--- src/rtl/cpu_pkg.sv ---
// cpu_pkg: definitions shared by the CPU pipeline stages.
//   - OP_W and the opcode encodings carried in the top bits of every packet.
//   - Packet layout, from MSB down: {opcode[OP_W], addr[addr_w], data[data_w]}.
//   - Helper functions that derive the packet width and field offsets.
package cpu_pkg;

    localparam int OP_W = 4;

    localparam logic [OP_W-1:0] OP_NOP   = 4'd0;
    localparam logic [OP_W-1:0] OP_LOAD  = 4'd1;
    localparam logic [OP_W-1:0] OP_ADD   = 4'd2;
    localparam logic [OP_W-1:0] OP_SUB   = 4'd3;
    localparam logic [OP_W-1:0] OP_AND   = 4'd4;
    localparam logic [OP_W-1:0] OP_OR    = 4'd5;
    localparam logic [OP_W-1:0] OP_XOR   = 4'd6;
    localparam logic [OP_W-1:0] OP_SHL   = 4'd7;
    localparam logic [OP_W-1:0] OP_SHR   = 4'd8;
    localparam logic [OP_W-1:0] OP_STORE = 4'd9;

    // Total packet width for a given data/address width.
    function automatic int pkt_width(input int data_w, input int addr_w);
        return data_w + addr_w + OP_W;
    endfunction

    // Bit index of the MSB of the address field.
    function automatic int addr_msb(input int data_w, input int addr_w);
        return data_w + addr_w - 1;
    endfunction

endpackage

--- src/rtl/sync_fifo.sv ---
// sync_fifo: generic single-clock FIFO with an occupancy count.
//   clk    in   rising-edge clock
//   reset  in   asynchronous active-low reset (pointers and count)
//   push   in   write wdata; ignored when full (count == DEPTH)
//   pop    in   drop the head entry; ignored when empty
//   wdata  in   WIDTH-bit write data
//   rdata  out  WIDTH-bit head entry (valid when count != 0)
//   count  out  number of stored entries, 0..DEPTH
// DEPTH must be a power of two so the pointers wrap naturally.
module sync_fifo #(
    parameter int WIDTH = 8,
    parameter int DEPTH = 4,
    localparam int PTR_W = $clog2(DEPTH),
    localparam int CNT_W = PTR_W + 1
) (
    input  logic             clk,
    input  logic             reset,
    input  logic             push,
    input  logic             pop,
    input  logic [WIDTH-1:0] wdata,
    output logic [WIDTH-1:0] rdata,
    output logic [CNT_W-1:0] count
);

    logic [WIDTH-1:0] mem [DEPTH];
    logic [PTR_W-1:0] wr_ptr;
    logic [PTR_W-1:0] rd_ptr;
    logic             do_push;
    logic             do_pop;

    // Full/empty use the pre-edge count, so a push into a full FIFO is
    // dropped even if the same edge also pops.
    assign do_push = push && (count != CNT_W'(DEPTH));
    assign do_pop  = pop && (count != '0);
    assign rdata   = mem[rd_ptr];

    always_ff @(posedge clk) begin
        if (do_push) begin
            mem[wr_ptr] <= wdata;
        end
    end

    always_ff @(posedge clk or negedge reset) begin
        if (!reset) begin
            wr_ptr <= '0;
            rd_ptr <= '0;
            count  <= '0;
        end else begin
            if (do_push) begin
                wr_ptr <= wr_ptr + PTR_W'(1);
            end
            if (do_pop) begin
                rd_ptr <= rd_ptr + PTR_W'(1);
            end
            if (do_push && !do_pop) begin
                count <= count + CNT_W'(1);
            end else if (do_pop && !do_push) begin
                count <= count - CNT_W'(1);
            end
        end
    end

endmodule

--- src/rtl/execute_stage.sv ---
// execute_stage: pipeline stage between decode and write.
//   clk           in   rising-edge clock
//   reset         in   asynchronous active-low reset
//   complex_data  in   packet {opcode, addr, data} from decode
//   data_write    in   push strobe, one packet per cycle while high
//   pause_out     out  almost-full back-pressure towards decode
//   DAO           out  result packet {opcode, addr, result}
//   dao_valid     out  DAO holds an unconsumed result
//   data_read     in   write stage consumes DAO
//   flag_z        out  last executed result was zero
//   flag_c        out  carry/borrow of the last ADD/SUB/SHL/SHR
//   overflow_err  out  sticky: a push arrived while the FIFO was full
//
// Output handshake: DAO is offered while dao_valid=1 and is consumed on any
// rising edge where data_read=1; data_read is ignored while dao_valid=0.
// A new result may replace DAO on the same edge that consumes the old one.
module execute_stage
    import cpu_pkg::*;
#(
    parameter int DATA_W     = 14,
    parameter int ADDR_W     = 12,
    parameter int FIFO_DEPTH = 4,
    localparam int PKT_W     = DATA_W + ADDR_W + OP_W
) (
    input  logic             clk,
    input  logic             reset,
    input  logic [PKT_W-1:0] complex_data,
    input  logic             data_write,
    output logic             pause_out,
    output logic [PKT_W-1:0] DAO,
    output logic             dao_valid,
    input  logic             data_read,
    output logic             flag_z,
    output logic             flag_c,
    output logic             overflow_err
);

    localparam int CNT_W    = $clog2(FIFO_DEPTH) + 1;
    localparam int ADDR_MSB = addr_msb(DATA_W, ADDR_W);

    logic [PKT_W-1:0]  head;
    logic [CNT_W-1:0]  count;
    logic [CNT_W-1:0]  next_count;
    logic              push_ok;
    logic              issue;

    logic [OP_W-1:0]   op;
    logic [ADDR_W-1:0] addr;
    logic [DATA_W-1:0] d;
    logic [DATA_W-1:0] acc;
    logic [DATA_W-1:0] acc_n;
    logic [DATA_W-1:0] result;
    logic [DATA_W:0]   sum;
    logic [DATA_W:0]   diff;
    logic              c_n;
    logic              z_n;
    logic              alu_op;

    sync_fifo #(
        .WIDTH (PKT_W),
        .DEPTH (FIFO_DEPTH)
    ) u_in_fifo (
        .clk   (clk),
        .reset (reset),
        .push  (data_write),
        .pop   (issue),
        .wdata (complex_data),
        .rdata (head),
        .count (count)
    );

    assign push_ok = data_write && (count < CNT_W'(FIFO_DEPTH));
    assign issue   = (count != '0) && (!dao_valid || data_read);

    // Mirror of the FIFO's count update; pause_out is registered from it so
    // decode sees almost-full on the same edge the FIFO reaches it.
    always_comb begin
        next_count = count;
        if (push_ok && !issue) begin
            next_count = count + CNT_W'(1);
        end else if (issue && !push_ok) begin
            next_count = count - CNT_W'(1);
        end
    end

    assign op   = head[PKT_W-1 -: OP_W];
    assign addr = head[ADDR_MSB -: ADDR_W];
    assign d    = head[DATA_W-1:0];
    assign sum  = {1'b0, acc} + {1'b0, d};
    assign diff = {1'b0, acc} - {1'b0, d};

    always_comb begin
        acc_n  = acc;
        c_n    = flag_c;
        z_n    = flag_z;
        result = acc;
        alu_op = 1'b1;
        case (op)
            OP_LOAD: acc_n = d;
            OP_ADD: begin
                acc_n = sum[DATA_W-1:0];
                c_n   = sum[DATA_W];
            end
            OP_SUB: begin
                acc_n = diff[DATA_W-1:0];
                c_n   = diff[DATA_W];
            end
            OP_AND: acc_n = acc & d;
            OP_OR:  acc_n = acc | d;
            OP_XOR: acc_n = acc ^ d;
            OP_SHL: begin
                acc_n = {acc[DATA_W-2:0], 1'b0};
                c_n   = acc[DATA_W-1];
            end
            OP_SHR: begin
                acc_n = {1'b0, acc[DATA_W-1:1]};
                c_n   = acc[0];
            end
            // NOP, STORE and the unused encodings report acc untouched.
            default: alu_op = 1'b0;
        endcase
        if (alu_op) begin
            result = acc_n;
            z_n    = (acc_n == '0);
        end
    end

    always_ff @(posedge clk or negedge reset) begin
        if (!reset) begin
            acc          <= '0;
            DAO          <= '0;
            dao_valid    <= 1'b0;
            flag_z       <= 1'b1;
            flag_c       <= 1'b0;
            overflow_err <= 1'b0;
            pause_out    <= 1'b0;
        end else begin
            pause_out <= (next_count >= CNT_W'(FIFO_DEPTH - 1));
            if (data_write && (count == CNT_W'(FIFO_DEPTH))) begin
                overflow_err <= 1'b1;
            end
            if (issue) begin
                acc       <= acc_n;
                flag_c    <= c_n;
                flag_z    <= z_n;
                DAO       <= {op, addr, result};
                dao_valid <= 1'b1;
            end else if (data_read) begin
                dao_valid <= 1'b0;
            end
        end
    end

endmodule

--- config.mk ---
export PLATFORM = sky130hd
export DESIGN_NAME = execute_stage
export DESIGN_NICKNAME = d
export VERILOG_FILES = /design/src/rtl/cpu_pkg.sv /design/src/rtl/sync_fifo.sv /design/src/rtl/execute_stage.sv
export SDC_FILE = /design/constraint.sdc
export NUM_CORES = 1
export LEC_CHECK = 0
export ABC_CLOCK_PERIOD_IN_PS = 12100
export CAP_MARGIN = 20
export CORE_ASPECT_RATIO = 1.1
export CORE_MARGIN = 1.5
export CORE_UTILIZATION = 62
export CTS_CLUSTER_SIZE = 12
export DETAILED_ROUTE_END_ITERATION = 10
export PLACE_DENSITY = 0.94
export SLEW_MARGIN = 10
export SYNTH_ARGS = -nofsm -noshare
export SYNTH_HDL_FRONTEND = slang
export SYNTH_SLANG_ARGS = --single-unit
--- constraint.sdc ---
create_clock -name clk -period 12.1 [get_ports clk]
set_clock_uncertainty 0.2 [all_clocks]
set_input_delay 3.025 -clock clk [delete_from_list [all_inputs] [get_ports clk]]
set_output_delay 3.025 -clock clk [all_outputs]
set_load 0.01 [all_outputs]
---- Word-level counts from Yosys, hierarchy flattened ----
Memories as Yosys holds them, arrays and structs flattened.
Index checks and enable logic that the tools add are counted.
storage, ports and cells
  register bits ........................... 56
  memory bits (writable) .................. 120
  input bits .............................. 34
  word-level logic and storage cells ...... 67
  memories kept ........................... 1
memory list
  name           words  width  read ports  clocked after memory_dff  write ports  RTL line         source
  u_in_fifo.mem  4      30     1           0                         1            sync_fifo.sv:25  logic [WIDTH-1:0] mem [DEPTH];
cells by class
  $add $sub $neg .......................... 6
  order comparisons ....................... 2
  eq/ne operators ......................... 10
  mux-type cells .......................... 12
  bitwise gates (word level) .............. 3
  reduce and logical (&&, ||, !) cells .... 23
operators by type and width
  cell                                                             number
  14-bit one-hot mux with 8 select lines                           1
  4-bit by 3-bit == test with 1-bit output, second input constant  4
  14-bit by 14-bit adder with 15-bit output                        1
  14-bit by 14-bit subtractor with 15-bit output                   1
  14-bit AND                                                       1
  14-bit zero test                                                 1
  14-bit two-way mux                                               1
  14-bit OR                                                        1
  14-bit bitwise XOR                                               1
  3-bit two-way mux                                                4
  1-bit logical AND                                                9
  4-bit by 2-bit == test with 1-bit output, second input constant  2
  8-bit OR reduction                                               1
  1-bit zero test                                                  5
  1-bit two-way mux                                                5
  2-bit by 1-bit adder with 2-bit output, second input constant    2
  4-bit by 1-bit == test with 1-bit output, second input constant  1
  4-bit == test, second input constant                             1
  1-bit one-hot mux with 4 select lines                            1
  2-bit AND reduction                                              2
  2-bit nonzero test                                               2
  4-bit nonzero test                                               1
  3-bit by 1-bit adder with 3-bit output, second input constant    1
  3-bit == test, second input constant                             1
  6 further kinds                                                  6

---- Depth between registers and ports, before layout ----
Gate-level depths: netlist (run 1).
  depth in word-level cells ............... 7
  mapped depth ............................ 16

---- Modules after synthesis ----
A second synthesis (run 1) with hierarchy kept.
second synthesis, totals
  cells, all modules ...................... 807
  area, all modules ....................... 9713.1 um^2
by module, submodules not included
  module         times used  cells each  area an instance (um^2)
  execute_stage  1           616         4937.2
  sync_fifo      1           191         4775.8

---- Worst setup path before layout (run 1) ----
Ideal clock, no wire load.
  path type ............................... input -> register
  start point ............................. input data_read
  end point ............................... register u_in_fifo.count[2]
  library setup time ...................... 0.133 ns
  arrival time ............................ 4.564 ns
  required time ........................... 11.767 ns
  path slack .............................. 7.203 ns
  cell stages on the path ................. 9
  buffers on the path ..................... 2
  path through ............................ nand2b_1 > o21a_1 > inv_1 > clkbuf_1 > clkbuf_1 > ha_1 > mux2i_1 > nor2_1 > xor2_1
on the way
  longest elaborated chain between the ends .. 6
  elaborated cells between the ends (all ways) .. 8
  those cells by class .................... 1 x mux; 7 x reduce/logical
ends and longest elaborated chain
  what                                                            RTL line             source
  start, declared                                                 execute_stage.sv:32  input logic data_read,
  1-bit logical OR (*)                                            execute_stage.sv:73  assign issue = (count != '0) && (!dao_valid || data_read);
  1-bit logical AND (*)                                           execute_stage.sv:73
  1-bit logical AND (*)                                           sync_fifo.sv:34      assign do_pop = pop && (count != '0);
  1-bit zero test                                                 sync_fifo.sv:55      if (do_push && !do_pop) begin
  1-bit logical AND                                               sync_fifo.sv:55
  3-bit two-way mux / 2-bit nonzero test (equally long branches)  n/a
  end signal, assigned                                            sync_fifo.sv:56      count <= count + CNT_W'(1);
  end signal, assigned                                            sync_fifo.sv:58      count <= count - CNT_W'(1);
  end, declared                                                   sync_fifo.sv:22      output logic [CNT_W-1:0] count
Mark *: on every way between the ends. The rest lies on a longest branch, timed or not.
A chain may end at the register's enable or synchronous reset.

---- Final worst setup path (run 1) ----
Ends and elaborated chain as after synthesis.

==> results of run 1 <==
-- kinds of logic after synthesis --
| logic type | after synthesis | share of synthesized area, % |
|---|---|---|
| xor gates and xnor gates | 17 | 1.673 |
| AOI/OAI and AO/OA | 176 | 13.11 |
| buffers and inverters | 89 | 4.110 |
| muxes | 48 | 9.250 |
| DFF | 176 | 53.56 |
| adders and majority gates | 56 | 7.657 |
| and+or+nand+nor | 198 | 10.64 |
-- worst register-to-register path: cells and delay by family, from the launching register on --
family          cells  cell delay (ns)
fa+ha+maj           2             0.66
flops               1             0.34
compound gates      6             1.68
simple gates        3             0.86
mux                 1             0.71
buf+inv             1             0.50
-- cell usage after synthesis, types with 4 or more instances --
master    number
edfxtp_1     120
nand2_1       69
dfrtp_1       55
ha_1          54
nor2_1        53
inv_1         50
a21oi_1       45
mux4_2        30
o21ai_0       24
clkbuf_1      19
mux2i_1       14
nor3_1        14
a21o_1        12
xnor2_1       12
a22oi_1       10
buf_2         10
a211oi_1       9
and2_1         9
nand3_1        8
a221oi_1       7
nor2b_1        7
o22ai_1        7
a32oi_1        6
a221o_1        5
nand2b_1       5
nor4_1         5
o221ai_1       5
buf_4          4
o211ai_1       4
xor2_1         4
-- registers in the layout, summed over array words and instances (netlist names), 2 cells and up --
| name | cells |
|---|---|
| DAO | 30 |
| u_in_fifo.wr_ptr | 2 |
| u_in_fifo.count | 3 |
| u_in_fifo.rd_ptr | 2 |
| u_in_fifo.mem | 120 |
| acc | 14 |
-- layer usage --
metal,wire [um],part of all wire [%],vias up
met5,0,0,-
met4,1197,5.0,0
met3,2267,9.5,136
met2,11820,49,534
met1,8704,36,3382
li1,-,-,2974
-- cells in the final DEF, fill, tap and decap left out, types with 6 or more instances in the layout --
cell type        netlist  routed
clkdlybuf4s50_1        0      67
edfxtp_1             120     120
mux2i_1               14      14
a221oi_1               7       7
a21o_1                12      12
ha_1                  54      54
a21oi_1               45      45
a32oi_1                6       6
nand2_1               69      69
o21ai_0               24      24
nand3_1                8       8
buf_4                  4      10
o22ai_1                7       7
a22oi_1               10      10
xnor2_1               12      12
nor2b_1                7       7
clkbuf_16              0      18
and2_1                 9       9
nor2_1                53      53
dfrtp_1               55      54
mux4_2                30      30
nor3_1                14      14
inv_1                 50      50
a211oi_1               9       9
-- layout make-up --
class	instances	area (um^2)
Clock buffer	19	454.2
Clock inverter	13	141.4
Fill cell	861	3820
Inverter	51	191.4
Multi-Input combinational cell	495	3956
Sequential cell	176	5007
Tap cell	192	240.2
Timing Repair Buffer	78	750.7
-- worst paths after layout --
path	endpoint	depth (start not counted)	slack (ns)
max in group asynchronous	u_in_fifo.rd_ptr[0]$_DFFE_PN0P_	2	8.63
min in group asynchronous	acc[8]$_DFFE_PN0P_	2	2.53
setup reg to reg	flag_z$_DFFE_PN1P_	13	7.09
hold / removal	overflow_err$_DFFE_PN0P_	1	0.28
setup / recovery	u_in_fifo.count[2]$_DFFE_PN0P_	10	6.45
hold reg to reg	overflow_err$_DFFE_PN0P_	1	0.28
-- per-stage QoR --
step | hold slack [ns] | setup WS [ns] | cells | util (%) | cell area [um^2]
global placement | 0.2554 | 6.146 | 992 | 69.68 | 10150
detailed placement | 0.2616 | 6.036 | 992 | 69.68 | 10150
floorplan | 0.3117 | 7.203 | 760 | - | 9346
finish | 0.2763 | 6.451 | 1024 | 73.77 | 10740
global route | 0.3038 | 6.325 | 1024 | 73.77 | 10740
CTS | 0.2767 | 6.482 | 1024 | 73.77 | 10740
==> flow_metrics.env, run 1 <==
export IMPL_clk_pin_slew_worst_paths_ns=0.07
export IMPL_rsz0062_at_grt="false"
export IMPL_port_buffers=68
export IMPL_core_area_um2=14560
export IMPL_cp_slowest_cell="inv_1"
export IMPL_max_freq_mhz=177.0
export IMPL_cp_start_kind="input pin"
export IMPL_startpoint="data_read"
export IMPL_slew_headroom_pct=35.86
export IMPL_clock_sinks=176
export IMPL_io_pins=69
export IMPL_ys_seq_area_share_pct=53.56
export IMPL_cts_resized=0
export IMPL_post_cts_buffers=0
export IMPL_status="finished clean"
export IMPL_synth_edf_count=120
export IMPL_drc_errors=0
export IMPL_ys_async_sr_fraction_pct=31.82
export IMPL_grt_pass1_wl_um=37630
export IMPL_critical_path_endpoint_type="register"
export IMPL_cts_root_buf="clkbuf_16"
export IMPL_drt_pass1_iterations=7
export IMPL_grt_pass1_vias=6907
export IMPL_grt_overflow=0
export IMPL_ys_types=83
export IMPL_tightest_slew_ns=0.9610
export IMPL_drive_gt1_share_pct=11.42
export IMPL_finalCriticalPeriod_ns=5.649
export IMPL_met3_usage_pct=7.050
export IMPL_routed_wl_um=23990
export IMPL_synth_top_cell_by_area="edfxtp_1"
export IMPL_synthesis_nets=850
export IMPL_synth_top_area_share_pct=38.55
export IMPL_worstPathArrival_ns=5.76
export IMPL_clk_path_buf_depth=2
export IMPL_hold_path_class="reg2reg"
export IMPL_dr_total_vias=7026
export IMPL_area_growth_syn_to_layout_pct=14.93
export IMPL_setup_tns_final_ns=0
export IMPL_cts_max_level=4
export IMPL_diodes=0
export IMPL_via_per_inst=6.861
export IMPL_die_area_um2=15820
export IMPL_row_count=46
export IMPL_period_share_pct=46.69
export IMPL_die_h_um=131.8
export IMPL_drt_iter0_drc=1044
export IMPL_grt_use_met2_pct=51.17
export IMPL_gp_congestion=1.000
export IMPL_critPathTopFamily="buffers and inverters"
export IMPL_worstHoldStart="overflow_err$_DFFE_PN0P_"
export IMPL_antenna_found_initial=0
export IMPL_wl_per_cell_um=23.42
export IMPL_ys_dominant_reg_cell="edfxtp_1"
export IMPL_ys_top_cells_by_area="edfxtp_1 (39%), dfrtp_1 (15%), ha_1 (7.2%)"
export IMPL_cts_tree="built"
export IMPL_required_ns=12.21
export IMPL_start_util_pct=64.19
export IMPL_syn_cell_area_um2=9346
export IMPL_fp_dieW_um=120.1
export IMPL_r2r_start="u_in_fifo.rd_ptr[0]$_DFFE_PN0P_"
export IMPL_nets=909
export IMPL_critPathMaxStageDelay_ns=0.75
export IMPL_drv_cap=0
export IMPL_hpwl_um=15450
export IMPL_synthCells=760
export IMPL_crit_top_cell="buf_4"
export IMPL_cts_hold_buf=0
export IMPL_cp_max_fo=34
export IMPL_worstSkewPairLatency_ns=0.43
export IMPL_grt_busiest_layer="met2"
export IMPL_crit_chain="clkdlybuf4s50_1 > nand2b_1 > o21a_1 > buf_4 > inv_1 > buf_4 > ha_1 > mux2i_1 > nor2_1 > xor2_1"
export IMPL_setup_viol=0
export IMPL_crit_type="in2reg"
export IMPL_ys_warn_count=0
export IMPL_syn_area_per_cell_um2=12.30
export IMPL_yosys_register_bits=176
export IMPL_hold_viol=0
export IMPL_final_max_slew_violation_count=0
export IMPL_grt_start_max_net_pins=57
export IMPL_cts_buffers_inserted=17
export IMPL_ant_nets=0
export IMPL_use_met1_pct=40.31
export IMPL_grtUsageTotal_pct=31.53
export IMPL_critPathBufInv=4
Power of run 1 is not shown: default switching activity piles up to over one toggle a cycle in this logic, so the estimate is an artifact.
==> inputs of run 2 (changes only) <==
--- a/config.mk
+++ b/config.mk
@@ -5,14 +5,14 @@
 export SDC_FILE = /design/constraint.sdc
 export NUM_CORES = 1
 export LEC_CHECK = 0
-export ABC_CLOCK_PERIOD_IN_PS = 12100
+export ABC_CLOCK_PERIOD_IN_PS = 5100
 export CAP_MARGIN = 20
 export CORE_ASPECT_RATIO = 1.1
 export CORE_MARGIN = 1.5
-export CORE_UTILIZATION = 62
+export CORE_UTILIZATION = 54
 export CTS_CLUSTER_SIZE = 12
 export DETAILED_ROUTE_END_ITERATION = 10
-export PLACE_DENSITY = 0.94
+export PLACE_DENSITY = 0.87
 export SLEW_MARGIN = 10
 export SYNTH_ARGS = -nofsm -noshare
 export SYNTH_HDL_FRONTEND = slang
==> constraint.sdc (replaced) <==
create_clock -name clk -period 5.1 [get_ports clk]
set_clock_uncertainty 0.2 [all_clocks]
set_input_delay 1.275 -clock clk [delete_from_list [all_inputs] [get_ports clk]]
set_output_delay 1.275 -clock clk [all_outputs]
set_load 0.01 [all_outputs]
==> run 2 against run 1 <==
Effect of this change: flip-flop and latch count unchanged; critical path depth up 2; utilization down 9.8 points; count of clock-buffer cells in the layout down 2; non-clock buffer count up 1; register-to-register slack worse by 6.6 ns; via count down 5.2%; worst setup slack worse by 5.9 ns; die area up 14%; cell count up 4.2%; design area up 0.97%.
==> flow_metrics.env, run 2 (synthesis gave the netlist of run 1 again) <==
export IMPL_grt_overflow=0
export IMPL_regMostFlops="u_in_fifo.mem"
export IMPL_final_cell_mix="edfxtp_1 (120), nand2_1 (69), clkdlybuf4s50_1 (67)"
export IMPL_hold_viol=0
export IMPL_cts_max_level=4
export IMPL_slew_headroom_pct=42.61
export IMPL_diodes=0
export IMPL_cts_hold_buf=0
export IMPL_fp_dieW_um=128.4
export IMPL_cts_resized=0
export IMPL_cts_buffers_inserted=17
export IMPL_fill_cells=1251
export IMPL_clk_path_buf_depth=2
export IMPL_via_per_inst=6.245
export IMPL_drt_pass1_iterations=6
export IMPL_cts_root_buf="clkbuf_16"
export IMPL_setup_tns_final_ns=0
export IMPL_crit_type="reg2reg"
export IMPL_grtUsageTotal_pct=26.53
export IMPL_reg_top3="u_in_fifo.mem: 120 flops, DAO: 30 flops, acc: 14 flops"
export IMPL_required_ns=5.28
export IMPL_clk_pin_slew_worst_paths_ns=0.08
export IMPL_worstSkewPairLatency_ns=0.44
export IMPL_grt_pass1_vias=6663
export IMPL_place_ws_ns=0.6171
export IMPL_drive_gt1_share_pct=11.64
export IMPL_drv_cap=0
export IMPL_mostFrequentLayoutCell="edfxtp_1"
export IMPL_io_pins=69
export IMPL_clock_sinks=176
export IMPL_row_count=50
export IMPL_area_growth_syn_to_layout_pct=16.04
export IMPL_layout_setup_ws_ns=0.5286
export IMPL_gp_congestion=1.009
export IMPL_cp_start_kind="register"
export IMPL_core_area_um2=16950
export IMPL_grt_start_max_net_pins=37
export IMPL_whs_ns=0.2773
export IMPL_dr_total_vias=6663
export IMPL_die_h_um=141.0
export IMPL_worstPathArrival_ns=4.76
export IMPL_wl_per_cell_um=21.62
export IMPL_cp_max_fo=13
export IMPL_ant_nets=0
export IMPL_die_area_um2=18110
export IMPL_grt_pass1_wl_um=36230
export IMPL_rsz0062_at_grt="false"
export IMPL_final_max_slew_violation_count=0
export IMPL_drt_iter0_drc=738
export IMPL_port_buffers=68
export IMPL_hold_path_class="reg2reg"
export IMPL_routed_wl_um=23070
export IMPL_cts_tree="built"
export IMPL_start_util_pct=55.13
export IMPL_nets=910
export IMPL_drc_errors=0
export IMPL_tightest_slew_ns=0.8546
export IMPL_critical_path_endpoint_type="register"
export IMPL_largest_reg_flops=120
export IMPL_finalCriticalPeriod_ns=4.571
export IMPL_setup_viol=0
export IMPL_antenna_found_initial=0
export IMPL_post_cts_buffers=0
export IMPL_hpwl_um=15720
export IMPL_max_freq_mhz=218.8
export IMPL_period_share_pct=89.64
export IMPL_status="finished clean"
run 2: worst paths after layout:
check | slack (ns) | end | start | cells after the start
max | 0.53 | flag_z$_DFFE_PN1P_ | u_in_fifo.rd_ptr[0]$_DFFE_PN0P_ | 12
max reg2reg | 0.53 | flag_z$_DFFE_PN1P_ | u_in_fifo.rd_ptr[0]$_DFFE_PN0P_ | 12
max in group asynchronous | 3.16 | u_in_fifo.rd_ptr[0]$_DFFE_PN0P_ | reset | 2
min | 0.28 | DAO[23]$_DFFE_PN0P_ | DAO[23]$_DFFE_PN0P_ | 2
min reg2reg | 0.28 | DAO[23]$_DFFE_PN0P_ | DAO[23]$_DFFE_PN0P_ | 2
min in group asynchronous | 0.67 | DAO[4]$_DFFE_PN0P_ | reset | 1
run 2: per-layer routing:
layer,global-route usage (%),vias to the layer above,part of all wire (%)
met5,0,-,0
met4,11.53,0,4.2
met3,5.351,85,8.1
met2,43.32,361,49
met1,34.66,3250,39
li1,-,2967,-
run 2: critical path, cell delays in order (launching register included):
cell and delay, ns:
dfrtp_2 0.62, mux4_2 0.60, inv_1 0.15, ha_1 0.33, a21oi_1 0.40, a211oi_1 0.16, o311ai_0 0.38, nand2_1 0.22
a221o_1 0.35, a221o_1 0.34, nor4_1 0.28, nor4b_2 0.30, a22o_1 0.18
run 2: layout make-up:
type	count	area (um^2)	area share, %
Clock buffer	17	425.4	3.922
Clock inverter	15	214.0	1.973
Inverter	51	191.4	1.765
Multi-Input combinational cell	495	3956	36.48
Sequential cell	176	5007	46.17
Tap cell	234	292.8	2.700
Timing Repair Buffer	79	758.2	6.991
run 2: stage by stage:
stage,instance area [um^2],cells,util (%)
6_report,10850,1067,63.97
5_1_grt,10850,1067,63.97
4_1_cts,10850,1067,63.97
3_5_place_dp,10210,1035,60.20
3_3_place_gp,10210,1035,60.20
2_1_floorplan,9346,760,-
Power of run 2 is left out for the same reason.
==> inputs of run 3 (changes only) <==
--- a/config.mk
+++ b/config.mk
@@ -5,14 +5,14 @@
 export SDC_FILE = /design/constraint.sdc
 export NUM_CORES = 1
 export LEC_CHECK = 0
-export ABC_CLOCK_PERIOD_IN_PS = 5100
+export ABC_CLOCK_PERIOD_IN_PS = 5800
 export CAP_MARGIN = 20
 export CORE_ASPECT_RATIO = 1.1
-export CORE_MARGIN = 1.5
-export CORE_UTILIZATION = 54
+export CORE_UTILIZATION = 62
 export CTS_CLUSTER_SIZE = 12
 export DETAILED_ROUTE_END_ITERATION = 10
-export PLACE_DENSITY = 0.87
+export DONT_BUFFER_PORTS = 1
+export PLACE_DENSITY = 0.88
 export SLEW_MARGIN = 10
 export SYNTH_ARGS = -nofsm -noshare
 export SYNTH_HDL_FRONTEND = slang
==> constraint.sdc (replaced) <==
create_clock -name clk -period 5.8 [get_ports clk]
set_clock_uncertainty 0.2 [all_clocks]
set_input_delay 1.45 -clock clk [delete_from_list [all_inputs] [get_ports clk]]
set_output_delay 1.45 -clock clk [all_outputs]
set_load 0.01 [all_outputs]
==> run 3 against run 2 <==
Effect of this change: count of clock-buffer cells in the layout is the same; flip-flop and latch count stayed put; utilization grew 5.6 points; cell count fell by 10%; global-route usage grew 6.4 points; first-iteration DRC count down 0.54%.
==> flow_metrics.env, run 3 (synthesis gave the netlist of run 1 again) <==
export IMPL_status="finished clean"
export IMPL_worstSkewPairLatency_ns=0.46
export IMPL_dr_wl_met2_um=12200
export IMPL_port_buffers=0
export IMPL_regMostFlops="u_in_fifo.mem"
export IMPL_die_area_um2=15570
export IMPL_setup_viol=0
export IMPL_nets=841
export IMPL_grt_pass1_vias=6663
export IMPL_cts_buffers_inserted=17
export IMPL_ant_nets=0
export IMPL_fp_dieW_um=119.1
export IMPL_cts_hold_buf=0
export IMPL_rsz0062_at_grt="false"
export IMPL_routed_wl_met3_um=1998
export IMPL_finalCriticalPeriod_ns=4.498
export IMPL_dr_total_vias=6481
export IMPL_cp_slowest_cell="dfrtp_1"
export IMPL_worstPathArrival_ns=4.69
export IMPL_slew_headroom_pct=34.39
export IMPL_clk_pin_slew_worst_paths_ns=0.09
export IMPL_diodes=0
export IMPL_io_pins=69
export IMPL_final_max_slew_violation_count=0
export IMPL_antenna_found_initial=0
export IMPL_routed_wl_um=24420
export IMPL_cts_root_buf="clkbuf_16"
export IMPL_crit_top_cell="a221o_1"
export IMPL_drt_pass1_iterations=7
export IMPL_clk_path_buf_depth=2
export IMPL_drive_gt1_share_pct=12.43
export IMPL_required_ns=5.99
export IMPL_postLayoutCellArea_um2=10130
export IMPL_drc_errors=0
export IMPL_critical_path_endpoint_type="register"
export IMPL_via_per_inst=6.779
export IMPL_grtUsageTotal_pct=32.94
export IMPL_hold_path_class="reg2reg"
export IMPL_cts_max_level=4
export IMPL_placed_area_um2=9475
export IMPL_core_area_um2=14560
export IMPL_grt_overflow=0
export IMPL_crit_chain="buf_12 > mux4_2 > inv_1 > ha_1 > nor2b_1 > o2111ai_1 > a311oi_1 > or2_2 > a221o_1 > a221o_1 > nor4_1 > nor4b_2 > a22o_1"
export IMPL_start_util_pct=64.19
export IMPL_mostFrequentLayoutCell="edfxtp_1"
export IMPL_grt_pass1_wl_um=37140
export IMPL_die_h_um=130.8
export IMPL_hold_viol=0
export IMPL_final_cell_mix="edfxtp_1 (120), nand2_1 (69), dfrtp_1 (54), ha_1 (54), nor2_1 (53)"
export IMPL_wl_per_cell_um=25.55
export IMPL_cp_max_fo=25
export IMPL_drv_cap=0
export IMPL_cts_resized=0
export IMPL_critPathMaxStageDelay_ns=0.78
export IMPL_crit_type="reg2reg"
export IMPL_gp_congestion=0.9709
export IMPL_row_count=46
export IMPL_tightest_slew_ns=0.9767
export IMPL_grt_start_max_net_pins=57
export IMPL_max_freq_mhz=222.3
export IMPL_cts_tree="built"
export IMPL_area_growth_syn_to_layout_pct=8.353
export IMPL_setup_tns_final_ns=0
export IMPL_period_share_pct=77.54
export IMPL_hpwl_um=15950
export IMPL_reg_top3="u_in_fifo.mem: 120 flops, DAO: 30 flops, acc: 14 flops"
export IMPL_largest_reg_flops=120
export IMPL_cp_start_kind="register"
export IMPL_highest_layer="met4"
export IMPL_post_cts_buffers=0
export IMPL_drt_iter0_drc=734
export IMPL_clock_sinks=176
export IMPL_wl_met1_um=9221
run 3: cell types whose count changed in the layout (fill, tap and decap cells not counted):
cell             delta
clkdlybuf4s50_1    -67
buf_4               -3
inv_6               +3
inv_12              -2
buf_12              +1
buf_16              +1
buf_2               -1
clkinv_4            -1
run 3: metal layers:
layer | vias up | GRT usage (%)
met5 | - | 0
met4 | 0 | 18.69
met3 | 87 | 7.378
met2 | 390 | 55.03
met1 | 3179 | 40.08
li1 | 2825 | -
run 3: worst max-delay path, delay by kind of cell, from the launching register on:
family	cells	cell delay (ns)
mux	1	0.34
flops	1	0.78
compound gates	5	1.34
buf+inv	2	0.40
simple gates	4	1.04
fa+ha+maj	1	0.29
run 3: through the flow:
stage	setup slack, ns	hold slack [ns]	std cells	util (%)
4_1_cts	1.302	0.3545	955	69.36
5_1_grt	1.052	0.3738	956	69.55
6_report	1.302	0.3503	956	69.55
3_5_place_dp	1.340	0.3369	923	65.07
2_1_floorplan	1.494	0.3117	760	-
3_3_place_gp	1.393	0.3309	923	65.07
run 3: worst paths after layout:
kind	startpoint	slack, ns	to	depth (start not counted)
worst max-delay path	u_in_fifo.rd_ptr[1]$_DFFE_PN0P_	1.30	flag_z$_DFFE_PN1P_	13
worst min-delay path	overflow_err$_DFFE_PN0P_	0.35	overflow_err$_DFFE_PN0P_	1
worst max register to register	u_in_fifo.rd_ptr[1]$_DFFE_PN0P_	1.30	flag_z$_DFFE_PN1P_	13
worst min register to register	overflow_err$_DFFE_PN0P_	0.35	overflow_err$_DFFE_PN0P_	1
max in group asynchronous	reset	4.73	flag_z$_DFFE_PN1P_	0
min in group asynchronous	reset	0.48	DAO[15]$_DFFE_PN0P_	0
run 3: layout make-up:
class	instances	area, um^2
clock buffer	17	425.4
clock inverter	15	198.9
fill	972	4434
inverter	51	191.4
multi-input combinational	495	3956
sequential	176	5007
tap	192	240.2
timing repair buffer	10	107.6
Power of run 3 is left out for the same reason.
